File: config.mk
export PLATFORM = sky130hd
export DESIGN_NAME = adc_joystick_seq
export DESIGN_NICKNAME = d
export VERILOG_FILES = /design/src/rtl/adc_seq_pkg.sv /design/src/rtl/adc_sck_gen.sv /design/src/rtl/adc_joystick_seq.sv
export SDC_FILE = /design/constraint.sdc
export NUM_CORES = 1
export LEC_CHECK = 0
export ABC_AREA = 1
export ABC_CLOCK_PERIOD_IN_PS = 4100
export BUFFER_PORTS_ARGS = -buffer_cell sky130_fd_sc_hd__buf_2
export CAP_MARGIN = 20
export CORE_UTILIZATION = 30
export DETAILED_ROUTE_END_ITERATION = 8
export PLACE_DENSITY_LB_ADDON = 0.15
export SETUP_SLACK_MARGIN = 0.2
export SLEW_MARGIN = 15
export SYNTH_ARGS = -nofsm -noshare
export SYNTH_HDL_FRONTEND = slang
export SYNTH_SLANG_ARGS = --single-unit
export TNS_END_PERCENT = 30
File: constraint.sdc
create_clock -name i_clk -period 4.1 [get_ports i_clk]
set_input_delay 0 -clock i_clk [delete_from_list [all_inputs] [get_ports i_clk]]
set_output_delay 0 -clock i_clk [all_outputs]
set_load 0.01 [all_outputs]
File: src/rtl/adc_seq_pkg.sv
// Shared types and constants for the joystick ADC sequencer.
// Holds the FSM state encoding and the two LTC2308 config words.
package adc_seq_pkg;

    typedef enum logic [2:0] {
        IDLE      = 3'd0,
        CONVST    = 3'd1,
        CONV_WAIT = 3'd2,
        SHIFT     = 3'd3,
        PUBLISH   = 3'd4
    } state_t;

    // {S/D, O/S, S1, S0, UNI, SLP}: single-ended, unipolar, O/S picks the channel
    localparam logic [5:0] CFG_CH0  = 6'b100010;
    localparam logic [5:0] CFG_CH1  = 6'b110010;
    localparam int         SAMPLE_W = 12;

    function automatic logic [5:0] cfgFor(input logic ch);
        return ch ? CFG_CH1 : CFG_CH0;
    endfunction

endpackage

File: src/rtl/adc_sck_gen.sv
// SPI clock divider for the ADC sequencer: SCK_HALF clocks per half-period,
// strobes on each SCK edge and a done flag on the 12th falling edge.
module adc_sck_gen #(
    parameter int SCK_HALF = 4
) (
    input  logic clk_i,
    input  logic rstN_i,
    input  logic run_i,
    output logic sck_o,
    output logic riseStb_o,
    output logic fallStb_o,
    output logic done_o
);

    localparam logic [15:0] HALF_LAST = 16'(SCK_HALF - 1);

    logic [15:0] halfCnt_q;
    logic        sck_q;
    logic [3:0]  periods_q;
    logic        edgeStb;

    assign edgeStb   = run_i && (halfCnt_q == HALF_LAST);
    assign riseStb_o = edgeStb && !sck_q;
    assign fallStb_o = edgeStb && sck_q;
    assign done_o    = fallStb_o && (periods_q == 4'd11);
    assign sck_o     = sck_q;

    // Dropping run parks the divider so every frame starts with SCK low and a fresh count
    always_ff @(posedge clk_i) begin
        if (!rstN_i || !run_i) begin
            halfCnt_q <= '0;
            sck_q     <= 1'b0;
            periods_q <= '0;
        end else if (halfCnt_q == HALF_LAST) begin
            halfCnt_q <= '0;
            sck_q     <= ~sck_q;
            if (sck_q) begin
                periods_q <= periods_q + 4'd1;
            end
        end else begin
            halfCnt_q <= halfCnt_q + 16'd1;
        end
    end

endmodule

File: src/rtl/adc_joystick_seq.sv
// Alternating two-channel LTC2308 sequencer feeding the speed/direction controller.
// Optional feature: define ADC_SEQ_AVG_EN to publish 4-sample averages per channel.
module adc_joystick_seq
    import adc_seq_pkg::*;
#(
    parameter int SCK_HALF      = 4,
    parameter int CONVST_CYCLES = 2,
    parameter int CONV_CYCLES   = 80,
    parameter int GAP_CYCLES    = 16
) (
    input  logic        i_clk,
    input  logic        i_rst_n,
    input  logic        i_enable,
    output logic        o_adc_convst,
    output logic        o_adc_sck,
    output logic        o_adc_sdi,
    input  logic        i_adc_sdo,
    output logic        o_channel,
    output logic [15:0] o_data,
    output logic        o_valid
);

    localparam logic [15:0] CONVST_LAST = 16'(CONVST_CYCLES - 1);
    localparam logic [15:0] CONV_LAST   = 16'(CONV_CYCLES - 1);
    localparam logic [15:0] GAP_LAST    = 16'(GAP_CYCLES - 1);
    localparam bit          NO_GAP      = (GAP_CYCLES == 0);

    state_t              state_q, state_d;
    logic [15:0]         cnt_q, cnt_d;
    logic                nextCh_q, prevCh_q, prevVld_q;
    logic [5:0]          sdiSr_q;
    logic                sdi_q;
    logic [SAMPLE_W-1:0] word_q;
    logic                channel_q, valid_q;
    logic [15:0]         data_q;
    logic [5:0]          cfgNext;
    logic                sck, riseStb, fallStb, shiftDone;

    assign cfgNext = cfgFor(nextCh_q);

    adc_sck_gen #(.SCK_HALF(SCK_HALF)) u_sckGen (
        .clk_i     (i_clk),
        .rstN_i    (i_rst_n),
        .run_i     (state_q == SHIFT),
        .sck_o     (sck),
        .riseStb_o (riseStb),
        .fallStb_o (fallStb),
        .done_o    (shiftDone)
    );

`ifdef ADC_SEQ_AVG_EN
    logic [13:0] acc_q [2];
    logic [1:0]  avgCnt_q [2];
    logic [13:0] accSum;

    // 4 x 12-bit always fits in 14 bits, so the sum never wraps
    assign accSum = acc_q[prevCh_q] + 14'(word_q);
`endif

    always_comb begin
        state_d = state_q;
        cnt_d   = cnt_q;
        unique case (state_q)
            IDLE: begin
                if (NO_GAP || cnt_q >= GAP_LAST) begin
                    if (i_enable) begin
                        state_d = CONVST;
                        cnt_d   = '0;
                    end
                end else begin
                    cnt_d = cnt_q + 16'd1;
                end
            end
            CONVST: begin
                if (cnt_q == CONVST_LAST) begin
                    state_d = CONV_WAIT;
                    cnt_d   = '0;
                end else begin
                    cnt_d = cnt_q + 16'd1;
                end
            end
            CONV_WAIT: begin
                if (cnt_q == CONV_LAST) begin
                    state_d = SHIFT;
                    cnt_d   = '0;
                end else begin
                    cnt_d = cnt_q + 16'd1;
                end
            end
            SHIFT: begin
                if (shiftDone) begin
                    state_d = PUBLISH;
                end
            end
            PUBLISH: begin
                cnt_d   = '0;
                state_d = (NO_GAP && i_enable) ? CONVST : IDLE;
            end
            default: state_d = IDLE;
        endcase
    end

    // The shifted word belongs to the channel addressed one frame earlier (ADC pipeline)
    always_ff @(posedge i_clk) begin
        if (!i_rst_n) begin
            state_q   <= IDLE;
            cnt_q     <= '0;
            nextCh_q  <= 1'b0;
            prevCh_q  <= 1'b0;
            prevVld_q <= 1'b0;
            sdiSr_q   <= '0;
            sdi_q     <= 1'b0;
            word_q    <= '0;
            channel_q <= 1'b0;
            data_q    <= '0;
            valid_q   <= 1'b0;
`ifdef ADC_SEQ_AVG_EN
            for (int i = 0; i < 2; i++) begin
                acc_q[i]    <= '0;
                avgCnt_q[i] <= '0;
            end
`endif
        end else begin
            state_q <= state_d;
            cnt_q   <= cnt_d;
            valid_q <= 1'b0;

            if (state_q == CONV_WAIT && state_d == SHIFT) begin
                sdi_q   <= cfgNext[5];
                sdiSr_q <= {cfgNext[4:0], 1'b0};
            end else if (state_q == SHIFT) begin
                if (fallStb) begin
                    sdi_q   <= sdiSr_q[5];
                    sdiSr_q <= {sdiSr_q[4:0], 1'b0};
                end
            end else begin
                sdi_q <= 1'b0;
            end

            if (riseStb) begin
                word_q <= {word_q[SAMPLE_W-2:0], i_adc_sdo};
            end

            if (state_q == PUBLISH) begin
`ifdef ADC_SEQ_AVG_EN
                if (prevVld_q) begin
                    if (avgCnt_q[prevCh_q] == 2'd3) begin
                        data_q               <= {accSum[13:2], 4'b0000};
                        channel_q            <= prevCh_q;
                        valid_q              <= 1'b1;
                        acc_q[prevCh_q]      <= '0;
                        avgCnt_q[prevCh_q]   <= '0;
                    end else begin
                        acc_q[prevCh_q]      <= accSum;
                        avgCnt_q[prevCh_q]   <= avgCnt_q[prevCh_q] + 2'd1;
                    end
                end
`else
                if (prevVld_q) begin
                    data_q    <= {word_q, 4'b0000};
                    channel_q <= prevCh_q;
                    valid_q   <= 1'b1;
                end
`endif
                prevCh_q  <= nextCh_q;
                prevVld_q <= 1'b1;
                nextCh_q  <= ~nextCh_q;
            end
        end
    end

    assign o_adc_convst = (state_q == CONVST);
    assign o_adc_sck    = sck;
    assign o_adc_sdi    = sdi_q;
    assign o_channel    = channel_q;
    assign o_data       = data_q;
    assign o_valid      = valid_q;

endmodule

; After elaboration in Yosys (flattened, before gate mapping)
; Cells that the tools add are included.
[classes]
order_cmp = 1
n_mux = 19
n_addsub = 3
n_reduce_logical = 19
eq_ne = 11
bitwise = 2
[op_table]
columns = op, count
row1 = 16-bit 2-to-1 mux, 4
row2 = 16-bit case mux with 4 select lines, 1
row3 = 16-bit by 1-bit adder with 16-bit output (second input constant), 2
row4 = 6-bit 2-to-1 mux, 3
row5 = 16-bit by 1-bit == test with 1-bit output (second input constant), 1
row6 = 16-bit by 2-bit == test with 1-bit output (second input constant), 1
row7 = 16-bit by 7-bit == test with 1-bit output (second input constant), 1
row8 = 16-bit by 4-bit greater-or-equal comparator with 1-bit output (second input constant), 1
row9 = 3-bit 2-to-1 mux, 5
row10 = 3-bit case mux with 4 select lines, 1
row11 = 2-bit AND reduction, 5
row12 = 3-bit by 2-bit == test with 1-bit output (second input constant), 3
row13 = 3-bit != test (second input constant), 2
row14 = 1-bit logical AND, 5
row15 = 5-bit 2-to-1 mux, 1
row16 = 4-bit by 1-bit adder with 4-bit output (second input constant), 1
row17 = 4-bit == test (second input constant), 1
row18 = 1-bit 2-to-1 mux, 4
row19 = 2-bit nonzero test, 2
row20 = 4-bit nonzero test, 1
row21 = 3-bit by 1-bit == test with 1-bit output (second input constant), 1
row22 = 3-bit == test (second input constant), 1
row23 = 1-bit logical NOT, 3
row24 = 3-bit logical NOT, 1
row25 = 3 further kinds, 4
[word_totals]
word_cells = 69
output_inout_bits = 21
regBits = 75

; Logic depth before layout (Yosys ltp)
; Gate-level depths: netlist of the first run.
[depth]
depth_word = 10
ltp_mapped = 11
ltp_nobuf = 11

; By module
; From an unflattened synthesis of the first run, not the netlist that was laid out.
[unflattened]
cells_unflattened = 539
hier_area_um2 = 3731.1
[modules_own_cells]
columns = module, cells_each, instances, seq_area_each_um2, area_each_um2
row1 = adc_joystick_seq, 374, 1, 1061.0, 2592.5
row2 = adc_sck_gen, 165, 1, 420.4, 1138.6

; Worst setup path before layout of the first run
; No wires, ideal clock.
[synth_path]
kind = reg-to-reg
start = register u_sckGen.halfCnt_q[0]
end = register word_q[10]
slack_ns = 2.481
arrival_ns = 1.500
setup_time_ns = 0.119
required_ns = 3.981
n_path_buf = 1
period_less_slack_ns = 1.619
path_stages_with_launch = 10
path_cell_list = dfxtp_1 > ha_1 > inv_1 > nor2_4 > nand4_2 > nor2_2 > nand3_1 > clkbuf_2 > o21ai_0 > a21oi_1
[synth_via]
elab_chain_len = 3
[synth_rtl]
columns = item, line_no
row1 = "start, declared", adc_sck_gen.sv:17  ; logic [15:0] halfCnt_q;
row2 = "start signal, assigned", adc_sck_gen.sv:41  ; halfCnt_q <= halfCnt_q + 16'd1;
row3 = 16-bit by 2-bit == test with 1-bit output, adc_sck_gen.sv:22  ; assign edgeStb = run_i && (halfCnt_q == HALF_LAST);
row4 = 1-bit logical AND, adc_sck_gen.sv:22
row5 = 1-bit logical AND, adc_sck_gen.sv:23  ; assign riseStb_o = edgeStb && !sck_q;
row6 = "end signal, assigned", adc_joystick_seq.sv:141  ; word_q <= {word_q[SAMPLE_W-2:0], i_adc_sdo};
row7 = "end, declared", adc_joystick_seq.sv:33  ; logic [SAMPLE_W-1:0] word_q;
; Every way passes these cells.
; A chain may end at the register's enable or synchronous reset.

; Worst setup path in the final report of the first run
[layout_path]
start = register state_q[2]
end = register data_q[13], in the netlist o_data[13]
[layout_via]
elab_chain_len = 2
[layout_rtl]
columns = item, line_no
row1 = "start, declared", adc_joystick_seq.sv:28  ; state_t state_q, state_d;
row2 = "start signal, assigned", adc_joystick_seq.sv:124  ; state_q <= state_d;
row3 = 3-bit == test, adc_joystick_seq.sv:144  ; if (state_q == PUBLISH) begin
row4 = 2-bit AND reduction (no source line), --
row5 = "end signal, assigned", adc_joystick_seq.sv:160  ; data_q <= {word_q, 4'b0000};
row6 = "end, declared", adc_joystick_seq.sv:35  ; logic [15:0] data_q;
; Every way passes these cells.

==> metrics.cfg, run 1 <==
[route]
totalWireLength_mm = 9.07
dr.pass1.iters = 4
drtIter0Drc = 215
wl_met1_mm = 4.44
top_layer_used = met4
met2_length_mm = 4.03
ant_nets = 0
drc = 0
wire_per_inst_um = 12.1
num_vias = 3522
routed_via_density = 4.68
met3_wirelength_um = 333

[setup_path]
cp-end-kind = register
cp_data_arrival_time_ns = 2.22
rr_worst_depth = 5
worstPathRequired_ns = 4.31
path_max_fanout = 19
path_buf_inv = 1
crit_chain = inv_1 > nor2_2 > nand2_1 > nand2_1 > a21oi_1
crit_slowest_cell = dfxtp_1
reg2reg_to = o_data[13]
crit_path_start_kind = register
crit_end = o_data[13]
cp.depth = 5
slowest_delay_ns = 0.54
r2r-start = state_q[2]
cp_common_cell = nand2_1
critical_path_class = reg2reg
crit_family = simple AND/OR/NAND/NOR gates
setup.worst_path.start = state_q[2]
r2r_slack_ns = 2.09

[global_routing]
grt_pass1_wl_mm = 15.3
antenna_found_initial = 0
grt_pass1_vias = 3271
grt_usage = 0.147
grt-ovfl-total = 0
grt_start_max_net_pins = 38

[synth]
synth.area.mux_share = 0
ys_ff_latch = 74
synthAdderAreaFrac = 0.0130
synth_top_family_by_area = simple AND/OR/NAND/NOR gates
synth-simple-area-share = 0.352
avgSynthCellArea_um2 = 6.89
synth_top_cell_area_share = 0.384
syn_area_mm2 = 0.00386
synth_top_area_cell = dfxtp_1
synth_xor_area_frac = 0.0113
ys.warnings.count = 0
synth_compound_area_frac = 0.137
yosysUniqueCellTypes = 34
syn-instance-count = 560
synth_area_leaders = dfxtp_1, nand2_1, a21oi_1
yosysSeqAreaShare = 0.384

[sta]
rsz0062_at_grt = false
clock-skew-final_ns = 0.00824
setup-tns-final_ns = 0
fmax_mhz = 497
relSlewSlack = 0.464
fin_crit_ns = 2.01
final-hold-violation-count = 0
final.period_utilization = 0.491
worst_slew_pin_slew_ns = 0.801
drv_slew = 0
setup_viol = 0
hold_slack_ns = 0.0420

[finish]
num-fill-cells = 1368
syn_to_final_growth_pct = 13.5
drive_gt1_frac = 0.107
most-common-layout-cells = nand2_1, dfxtp_1, inv_1, nor2_1, a21oi_1
diodes = 0
final_nets = 583
final_area_mm2 = 0.00438
final_common_cell = nand2_1
final_cell_count_no_fill = 752

[clock_network]
cts_root_buf = clkbuf_16
cts_resized = 0
hold_buffers = 1
cts_made_buffers = 9
clk_pin_slew_ns = 0.06
clock_latency_ns = 0.34
cts_setup_buffers = 0
ctsHtreeMaxLevel = 3
cts.sinks = 74
cts_tree = done
cts_max_path_buffers = 2

[power]
vdd_drop_max_mv = 0.186
p_clk_frac = 0.521
seqPwrFrac = 0.456
netSwitchingPower_mw = 0.363
p_leak_nw = 1.59
combinationalPowerShare = 0.023
powerDensity_mw_per_mm2 = 364
p_int_mw = 1.23
switching_share = 0.228

[die]
die-area_mm2 = 0.0133
start_util = 0.307
die_w_um = 115
ios = 25
core-area_mm2 = 0.0126
num_rows = 41
fp.dieH_um = 115

[job]
drv_cap = 0

[place]
io_buffer_count = 20
routabilityCongestion = 0.827
dpl_cell_area_mm2 = 0.00406
numPlacedInstances = 735
dp_hpwl_mm = 6.51

[outcome]
status = complete, no violations

[hold_path]
hold_class = in2reg

-- flip-flops by register name, indices dropped and copies added, names as in the netlist --
signal,cells
word_q,12
prevVld_q,1
u_sckGen.halfCnt_q,16
o_adc_sdi,1
prevCh_q,1
state_q,3
nextCh_q,1
sdiSr_q,4
o_valid,1
o_channel,1
o_data,12
u_sckGen.periods_q,4
u_sckGen.sck_o,1
cnt_q,16
-- worst min-delay path by stage --
| stage | endpoint | depth (start not counted) | start |
|---|---|---|---|
| finish | word_q[5] | 3 | i_rst_n |
| global route | word_q[0] | 3 | i_rst_n |
| CTS | word_q[8] | 3 | i_rst_n |
| detailed placement | word_q[0] | 3 | i_adc_sdo |
| global placement | word_q[0] | 3 | i_adc_sdo |
| floorplan | nextCh_q | 2 | i_rst_n |
-- worst register-to-register path: cells and delay by family, from the launching register on --
kind                   cells  cell delay (ns)
and+or+nand+nor            3             1.13
DFF                        1             0.54
buffers and inverters      1             0.14
AOI/OAI and AO/OA          1             0.07
-- power by group through the flow --
stage	clock (mW)	sequential (mW)	combinational (mW)
floorplan	0	0.740	0.0317
detailed placement	0	0.743	0.0353
global placement	0	0.743	0.0354
global route	0.889	0.727	0.0420
finish	0.830	0.727	0.0358
CTS	0.862	0.727	0.0362
-- area by class of cell --
| type | count | area [um^2] | area share |
|---|---|---|---|
| clock buffers | 10 | 239 | 0.0546 |
| clock inverters | 6 | 72.6 | 0.0166 |
| inverters | 68 | 255 | 0.0583 |
| multi-input cells | 400 | 2000 | 0.456 |
| flip-flops and latches | 74 | 1480 | 0.338 |
| well taps | 172 | 215 | 0.0492 |
| repair buffers | 22 | 118 | 0.0269 |
-- routing by layer --
layer,GRT usage,vias to the layer above
met5,0,-
met4,0.0918,0
met3,0.0293,16
met2,0.229,58
met1,0.188,1581
li1,-,1867
-- stage by stage --
step           power [mW]   util  worst slack [ns]
3_5_place_dp        0.778  0.323              2.03
3_3_place_gp        0.778  0.323              2.16
5_1_grt              1.66  0.348              1.85
6_report             1.59  0.348              2.09
2_1_floorplan       0.772      -              2.48
4_1_cts              1.62  0.348              2.04
-- cells by family after synthesis --
kind of cell / after synthesis
XOR/XNOR: 5
flip-flops: 74
buffers and inverters: 89
AO/OA/AOI/OAI: 99
other: 1
adder cells (fa/ha/maj): 4
AND/OR/NAND/NOR: 288
-- cell usage after synthesis (all sizes together) --
library cell / n
a31oi: 1
nand2: 119
nor3: 17
xor2: 4
nand3: 55
nor2: 72
o211ai: 9
o21bai: 3
ha: 4
nor4: 2
nand3b: 1
inv: 68
or2: 1
nand4: 21
buf: 15
o21ai: 26
xnor2: 1
a21oi: 60
dfxtp: 74
conb: 1
clkbuf: 6
(Power assumes the default switching activity.)
==> run 2, diff against run 1 <==
ABC_CLOCK_PERIOD_IN_PS = 2000   (was 4100)
clock period = 2 ns   (was 4.1 ns; I/O delays follow)
==> metrics.cfg, run 2 (same netlist as run 1, synthesis figures left out) <==
[outcome]
status = complete, no violations

[setup_path]
r2r_slack_ns = 0.36  ; -1.73 ns
cp-end-kind = output port
slowest_delay_ns = 0.41  ; -0.13 ns
cp_data_arrival_time_ns = 1.67  ; -0.55 ns
reg2reg_to = u_sckGen.halfCnt_q[15]
worstPathRequired_ns = 2.00  ; -2.31 ns
crit_slowest_cell = dfxtp_1
path_max_fanout = 11  ; -8
crit_path_start_kind = register
r2r-start = u_sckGen.halfCnt_q[0]
critical_path_class = reg2out
crit_chain = inv_1 > nor3_4 > buf_4 > buf_2
rr_worst_depth = 9  ; +4

[place]
io_buffer_count = 20  ; unchanged
dp_hpwl_mm = 6.59  ; +1.2%
routabilityCongestion = 0.836  ; +1.1%
dpl_cell_area_mm2 = 0.00413  ; +1.9%

[finish]
regArea_mm2 = 0.00148  ; +0.17%
post-route-util = 0.353  ; +0.00508
num-fill-cells = 1377  ; +0.66%
most-common-layout-cells = nand2_1, dfxtp_1, inv_1
syn_to_final_growth_pct = 15.1
drive_gt1_frac = 0.132  ; +0.0253
final_common_cell = nand2_1
final_area_mm2 = 0.00444  ; +1.5%
multi_input_area_mm2 = 0.00201  ; +0.63%
top_regs = cnt_q (16), u_sckGen.halfCnt_q (16)
diodes = 0  ; unchanged
final_nets = 593  ; +1.7%

[die]
core-area_mm2 = 0.0126  ; unchanged
die-area_mm2 = 0.0133  ; unchanged
ios = 25  ; unchanged
fp.dieH_um = 115  ; unchanged
num_rows = 41  ; unchanged
start_util = 0.307  ; unchanged
die_w_um = 115  ; unchanged

[hold_path]
min_to = word_q[5]
holdCritStartpoint = i_rst_n
hold_class = in2reg
whs_path_depth = 3  ; unchanged

[power]
powerDensity_mw_per_mm2 = 703  ; +93%
p_leak_nw = 1.62  ; +1.9%
netSwitchingPower_mw = 0.757  ; +110%
p_clk_frac = 0.497  ; -0.024
finalPower_mw = 3.12  ; +96%
seqPwrFrac = 0.475  ; +0.019
vdd_drop_max_mv = 0.323  ; +74%
combinationalPowerShare = 0.028  ; +0.005
p_int_mw = 2.37  ; +92%
switching_share = 0.242  ; +0.0142

[route]
drc = 0  ; unchanged
ant_nets = 0  ; unchanged
dr.pass1.iters = 4  ; unchanged
num_vias = 3524  ; +0.057%
totalWireLength_mm = 9.16  ; +0.97%
drtIter0Drc = 189  ; -12%
routed_via_density = 4.62  ; -1.3%
wire_per_inst_um = 12.0  ; -0.35%

[global_routing]
grt_pass1_vias = 3317  ; +1.4%
grt_pass1_wl_mm = 15.6  ; +1.8%
grt_usage = 0.150  ; +0.00260
antenna_found_initial = 0  ; unchanged
grt_start_max_net_pins = 38  ; unchanged
grt-ovfl-total = 0  ; unchanged

[clock_network]
ctsHtreeMaxLevel = 3  ; unchanged
cts_root_buf = clkbuf_16
clk_pin_slew_ns = 0.07  ; about the same
cts_tree = done
cts_max_path_buffers = 2  ; unchanged
cts_made_buffers = 9  ; unchanged
cts.sinks = 74  ; unchanged
clock_latency_ns = 0.34  ; about the same
cts_setup_buffers = 0  ; unchanged

[sta]
setup_viol = 0  ; unchanged
final.period_utilization = 0.835
hold_slack_ns = 0.0374  ; -0.00458 ns
fin_crit_ns = 1.67
fmax_mhz = 599
clock-skew-final_ns = 0.0109  ; +0.00267 ns
drv_slew = 0  ; unchanged
setup-tns-final_ns = 0  ; unchanged
final-hold-violation-count = 0  ; unchanged
rsz0062_at_grt = true

[job]
drv_cap = 0  ; unchanged

-- run 2: cell types whose count changed in the layout (fill, tap and decap cells not counted), sizes merged --
cell | before | now
clkinv | 2 | 1
buf | 21 | 31
bufinv | 1 | 0
clkbuf | 10 | 9
clkinvlp | 0 | 3
-- run 2: power by group through the flow --
stage          clock network [mW]  logic (mW)  registers (mW)
2_1_floorplan                   0      0.0649            1.52
3_3_place_gp                    0      0.0844            1.52
3_5_place_dp                    0      0.0851            1.52
4_1_cts                      1.62      0.0869            1.48
5_1_grt                      1.67       0.101            1.48
6_report                     1.55      0.0865            1.48
-- run 2: layout make-up --
| type | instances | area share |
|---|---|---|
| inverter | 68 | 0.0575 |
| sequential | 74 | 0.334 |
| timing repair buffer | 32 | 0.0434 |
| tap | 172 | 0.0485 |
| multi-input combinational | 400 | 0.452 |
| clock buffer | 9 | 0.0507 |
| clock inverter | 7 | 0.0135 |
-- run 2: metrics by stage --
stage | instances | worst slack (ns)
global placement | 745 | 0.248
detailed placement | 745 | 0.167
finish | 762 | 0.330
floorplan | 563 | 0.381
CTS | 762 | 0.209
global route | 762 | 0.149
-- run 2: how the worst max path moves through the flow --
| stage | slack, ns | to | startpoint | depth (start not counted) |
|---|---|---|---|---|
| floorplan | 0.38 | word_q[10] | u_sckGen.halfCnt_q[0] | 9 |
| global placement | 0.25 | word_q[4] | u_sckGen.halfCnt_q[0] | 8 |
| detailed placement | 0.17 | word_q[0] | u_sckGen.halfCnt_q[0] | 8 |
| CTS | 0.21 | sdiSr_q[4] | u_sckGen.halfCnt_q[0] | 10 |
| global route | 0.15 | cnt_q[2] | cnt_q[12] | 9 |
| finish | 0.33 | o_adc_convst | state_q[0] | 4 |
-- run 2: critical path: cells and delay by family (launching register included) --
| family | cells | cell delay, ns |
|---|---|---|
| buffers and inverters | 3 | 0.58 |
| flip-flops | 1 | 0.41 |
| AND/OR/NAND/NOR | 1 | 0.33 |
-- run 2: layer usage --
metal | GRT usage | part of all wire | vias up | wire [um]
met5 | 0 | 0 | - | 0
met4 | 0.0597 | 0.015 | 0 | 140
met3 | 0.0377 | 0.029 | 10 | 264
met2 | 0.246 | 0.46 | 42 | 4190
met1 | 0.188 | 0.50 | 1575 | 4560
li1 | - | - | 1897 | -
-- run 2: what timing repair did --
item                                    CTS  global route
gates resized for setup                   2             7
hold buffers                              1             0
pin swaps                                 0             1
endpoints found under the setup margin   14            19
hold endpoints to repair                  1             0
